`src/rtl/vec_alu_ctrl.sv`:
```
// Issue/writeback sequencer for vec_alu: decodes a core command, reads operands, runs the ALU, writes back.
// Optional EXEC watchdog is compiled in with `define VEC_ALU_CTRL_TIMEOUT_EN.
module vec_alu_ctrl #(
    parameter int VLEN           = 128,
    parameter int TIMEOUT_CYCLES = 256
) (
    input  logic            clk,
    input  logic            resetn,
    input  logic            cmd_valid,
    output logic            cmd_ready,
    input  logic [5:0]      cmd_funct6,
    input  logic [4:0]      cmd_vs1,
    input  logic [4:0]      cmd_vs2,
    input  logic [4:0]      cmd_vd,
    input  logic [2:0]      cmd_vsew,
    output logic [4:0]      rf_raddr1,
    output logic [4:0]      rf_raddr2,
    input  logic [VLEN-1:0] rf_rdata1,
    input  logic [VLEN-1:0] rf_rdata2,
    output logic            rf_we,
    output logic [4:0]      rf_waddr,
    output logic [VLEN-1:0] rf_wdata,
    output logic            alu_run,
    output logic [5:0]      alu_opcode,
    output logic [2:0]      alu_vsew,
    output logic [VLEN-1:0] alu_vs1,
    output logic [VLEN-1:0] alu_vs2,
    input  logic [VLEN-1:0] alu_vd,
    input  logic            alu_done,
    output logic            rsp_valid,
    input  logic            rsp_ready,
    output logic            rsp_error
);

    // state | meaning:  IDLE accept | READ rf address | CAP operands | EXEC alu run | WB write | RESP respond
    typedef enum logic [2:0] {
        S_IDLE,
        S_READ,
        S_CAP,
        S_EXEC,
        S_WB,
        S_RESP
    } state_t;

    localparam logic [5:0] OP_VAND = 6'b001001;

    state_t     state;
    state_t     state_nxt;
    logic       accept;
    logic       legal;
    logic       timeout_hit;
    logic [5:0] funct6_q;
    logic [4:0] vd_q;
    logic [2:0] vsew_q;

    if (TIMEOUT_CYCLES < 1) begin : g_cfg_check
        $error("vec_alu_ctrl: TIMEOUT_CYCLES must be at least 1");
    end

    assign accept = cmd_valid && cmd_ready;
    assign legal  = (cmd_funct6 == OP_VAND) && (cmd_vsew <= 3'd3);

`ifdef VEC_ALU_CTRL_TIMEOUT_EN
    localparam int TW = (TIMEOUT_CYCLES > 1) ? $clog2(TIMEOUT_CYCLES) : 1;

    logic [TW-1:0] exec_cnt;

    // Held at zero outside EXEC so every EXEC entry starts counting from zero.
    always_ff @(posedge clk) begin
        if (!resetn) begin
            exec_cnt <= '0;
        end else if (state != S_EXEC) begin
            exec_cnt <= '0;
        end else begin
            exec_cnt <= exec_cnt + 1'b1;
        end
    end

    assign timeout_hit = (state == S_EXEC) && !alu_done
                         && (exec_cnt == TW'(TIMEOUT_CYCLES - 1));
`else
    assign timeout_hit = 1'b0;
`endif

    always_ff @(posedge clk) begin
        if (!resetn) begin
            state <= S_IDLE;
        end else begin
            state <= state_nxt;
        end
    end

    always_comb begin
        state_nxt = state;
        case (state)
            S_IDLE: begin
                if (accept) begin
                    state_nxt = legal ? S_READ : S_RESP;
                end
            end
            S_READ: state_nxt = S_CAP;
            S_CAP:  state_nxt = S_EXEC;
            S_EXEC: begin
                if (alu_done) begin
                    state_nxt = S_WB;
                end else if (timeout_hit) begin
                    state_nxt = S_RESP;
                end
            end
            S_WB:   state_nxt = S_RESP;
            S_RESP: begin
                if (rsp_ready) begin
                    state_nxt = S_IDLE;
                end
            end
            default: state_nxt = S_IDLE;
        endcase
    end

    // All outputs are registered from the next state so they line up with the state they describe.
    always_ff @(posedge clk) begin
        if (!resetn) begin
            cmd_ready  <= 1'b0;
            alu_run    <= 1'b0;
            rf_we      <= 1'b0;
            rsp_valid  <= 1'b0;
            rsp_error  <= 1'b0;
            funct6_q   <= '0;
            vd_q       <= '0;
            vsew_q     <= '0;
            rf_raddr1  <= '0;
            rf_raddr2  <= '0;
            rf_waddr   <= '0;
            rf_wdata   <= '0;
            alu_opcode <= '0;
            alu_vsew   <= '0;
            alu_vs1    <= '0;
            alu_vs2    <= '0;
        end else begin
            cmd_ready <= (state_nxt == S_IDLE);
            alu_run   <= (state_nxt == S_EXEC);
            rf_we     <= (state_nxt == S_WB);
            rsp_valid <= (state_nxt == S_RESP);

            if (accept) begin
                funct6_q  <= cmd_funct6;
                vd_q      <= cmd_vd;
                vsew_q    <= cmd_vsew;
                rf_raddr1 <= cmd_vs1;
                rf_raddr2 <= cmd_vs2;
                rsp_error <= !legal;
            end

            if (state == S_CAP) begin
                alu_vs1    <= rf_rdata1;
                alu_vs2    <= rf_rdata2;
                alu_opcode <= funct6_q;
                alu_vsew   <= vsew_q;
            end

            // rf_wdata doubles as the result register for the write-back cycle.
            if ((state == S_EXEC) && alu_done) begin
                rf_wdata <= alu_vd;
                rf_waddr <= vd_q;
            end

            if (timeout_hit) begin
                rsp_error <= 1'b1;
            end

            if ((state == S_RESP) && rsp_ready) begin
                rsp_error <= 1'b0;
            end
        end
    end

endmodule

```
`config.mk`:
```
export PLATFORM = sky130hd
export DESIGN_NAME = vec_alu_ctrl
export DESIGN_NICKNAME = d
export VERILOG_FILES = /design/src/rtl/vec_alu_ctrl.sv
export SDC_FILE = /design/constraint.sdc
export NUM_CORES = 1
export LEC_CHECK = 0
export BUFFER_PORTS_ARGS = -buffer_cell sky130_fd_sc_hd__buf_2
export CELL_PAD_IN_SITES_DETAIL_PLACEMENT = 1
export CELL_PAD_IN_SITES_GLOBAL_PLACEMENT = 1
export CORE_AREA = 2 2 323 325
export DETAILED_ROUTE_END_ITERATION = 16
export DIE_AREA = 0 0 325 327
export PLACE_DENSITY = 0.48
export SKIP_LAST_GASP = 1
export SLEW_MARGIN = 20
export SYNTH_ARGS = -nofsm -noshare
export SYNTH_HDL_FRONTEND = slang
export SYNTH_SLANG_ARGS = --single-unit
```
`constraint.sdc`:
```
create_clock -name clk -period 1.9 [get_ports clk]
set_input_delay 0.095 -clock clk [delete_from_list [all_inputs] [get_ports clk]]
set_output_delay 0.095 -clock clk [all_outputs]
set_load 0.01 [all_outputs]
```
==> results.json <==
{
  "status": "complete, no violations",
  "drive_gt1_frac": 0.313,
  "route.met2.wl_mm": 37.0,
  "min_path_type": "in2reg",
  "fin_crit_ps": 1740,
  "dp.cells": 3997,
  "die-area_um2": 106000,
  "met1Wirelength_mm": 29.6,
  "p_per_area_nw_per_um2": 1010,
  "wire_per_inst_um": 16.5,
  "netlist.top_cell.by_area": "dfxtp_1",
  "syn_to_final_growth_pct": 73.8,
  "syn_avg_cell_area_um2": 8.56,
  "maxCapViolations": 0,
  "final_nets": 3501,
  "critPathLaunchType": "flip-flop",
  "clkSlewWorstSetupHoldPaths_ps": 60,
  "synth_async_sr_flop_share": 0,
  "route.detailed.drc": 0,
  "synth_top_flop_cell": "dfxtp_1",
  "cts_buffers": 56,
  "ys_types": 32,
  "yosys_warnings": 0,
  "h-tree-depth": 2,
  "grt_max_degree": 68,
  "cts_sinks": 430,
  "fmax_mhz": 576,
  "tns_ps": 0,
  "syn_nets": 2286,
  "ios": 826,
  "nFillCells": 12351,
  "drt_wl_total_mm": 74.4,
  "final_common_cell": "nand2_1",
  "place_hpwl_mm": 54.6,
  "synth_edf_count": 0,
  "die_h_um": 327,
  "post-route-period-util": 0.914,
  "ys_seq_area_frac": 0.537,
  "finClkSkew_ps": 22.7,
  "ys_ff_latch": 430,
  "rsz0062_at_grt": "no",
  "final_util": 0.271,
  "drt_iter0_markers": 555,
  "wl_met3_mm": 5.23,
  "synth_top_area_frac": 0.537,
  "grt_pass1_wl_mm": 112,
  "crit_type": "reg2reg",
  "whs_ps": 257,
  "port-buffer-count": 825,
  "tightest_slew_ps": 452,
  "grt_use_total": 0.135,
  "hold_violations": 0,
  "grt-ovfl-total": 0,
  "drtPass1Iterations": 4,
  "tritoncts": "yes",
  "relSlewSlack": 0.698,
  "insertion_delay_ps": 630,
  "dieWidth_um": 325,
  "synth_cells": 1873,
  "worstSetupEndpointType": "flip-flop",
  "drv_slew": 0,
  "cp_max_fo": 67,
  "via_per_inst": 3.79,
  "gp_congestion": 0.782,
  "final_cell_mix": "nand2_1 (847), buf_2 (824), dfxtp_1 (429)",
  "start_util": 0.156,
  "vias": 17132,
  "netlist_area_um2": 16000,
  "drtAntennaViolNets": 0,
  "multi_input_area_um2": 6590,
  "top_layer": "met4",
  "fin_cells": 4518,
  "synth_area_leaders": "dfxtp_1 (54%), nand2_1 (20%), a21boi_1 (12%), a21boi_0 (7.6%), buf_6 (2.0%)",
  "cp_data_required_time_ps": 2430,
  "core-area_um2": 103000,
  "finalSetupViolations": 0,
  "regArea_um2": 8610,
  "antenna_found_initial": 4,
  "cts_root_buf": "clkbuf_16",
  "ir_worst_vdd_uv": 625,
  "total_power_mw": 28.0,
  "ctsLongestPathBuffers": 3,
  "p_leak_nw": 12.0,
  "crit_arrival_ps": 2270,
  "grt_pass1_vias": 18551,
  "fp-row-count": 118
}
==> critical path, stage by stage, from the launching register on <==
cell and delay, ps:
dfxtp_1 590, and4b_4 400, buf_12 310, nand2_1 130, a21boi_0 200
==> worst paths after layout <==
| path | start | endpoint | slack, ps | cells past startpoint |
|---|---|---|---|---|
| max | state[0]$_SDFF_PN0_ | rf_wdata[109]$_SDFFE_PN0P_ | 160 | 4 |
| min | rf_rdata2[15] | alu_vs2[15]$_SDFFE_PN0P_ | 260 | 4 |
| max reg2reg | state[0]$_SDFF_PN0_ | rf_wdata[109]$_SDFFE_PN0P_ | 160 | 4 |
| min reg2reg | rf_wdata[70]$_SDFFE_PN0P_ | rf_wdata[70]$_SDFFE_PN0P_ | 450 | 2 |
==> stage by stage <==
stage                     setup WS (ps)  instance area, um2
after floorplan                     490               16000
after global placement              233               21800
after detailed placement            198               21800
after CTS                           196               27800
after global routing               49.4               27900
final                               163               27900
==> cell type report <==
class	instances	area share
timing repair buffer	1301	0.325
clock buffer	88	0.0615
sequential	430	0.309
clock inverter	15	0.00543
antenna	5	0.000449
tap	1380	0.0620
multi-input combinational	1299	0.236
==> synthesized netlist by cell type (2+ instances only) <==
library cell,n
o21a_1,2
buf_2,43
nor4_1,2
and2_1,2
nand2_1,847
buf_4,11
nor2b_1,3
nor2_1,2
a21boi_1,260
a21boi_0,162
buf_6,29
clkbuf_1,60
a21oi_1,2
dfxtp_1,430
==> where the power goes <==
group	internal (mW)	switching [mW]
sequential	10.0	0.586
clock	6.44	4.34
combinational	2.93	3.73
total	19.4	8.65
==> cell families after synthesis <==
kind of cell,synth area share
buffers and inverters,0.0532
AO/OA/AOI/OAI,0.202
AND/OR/NAND/NOR,0.207
flip-flops,0.537
==> per-layer routing <==
layer,GRT usage,vias up
li1,-,8461
met1,0.149,7998
met2,0.241,551
met3,0.0446,122
met4,0.0486,0
met5,0,-
==> flip-flops by register name, indices dropped and copies added (netlist names) <==
signal      flops
vd_q            5
alu_opcode      6
alu_run         1
vsew_q          3
rsp_valid       1
cmd_ready       1
alu_vsew        3
rf_raddr1       5
alu_vs1       128
rf_raddr2       5
state           3
funct6_q        6
rf_we           1
alu_vs2       128
rsp_error       1
rf_wdata      128
rf_waddr        5
==> what timing repair did <==
action	in CTS	in global routing
setup buffers	0	0
endpoints found under the setup margin	0	1
resized for setup	0	1
hold buffers	413	0
hold endpoints to repair	416	0
(Power assumes the default switching activity.)
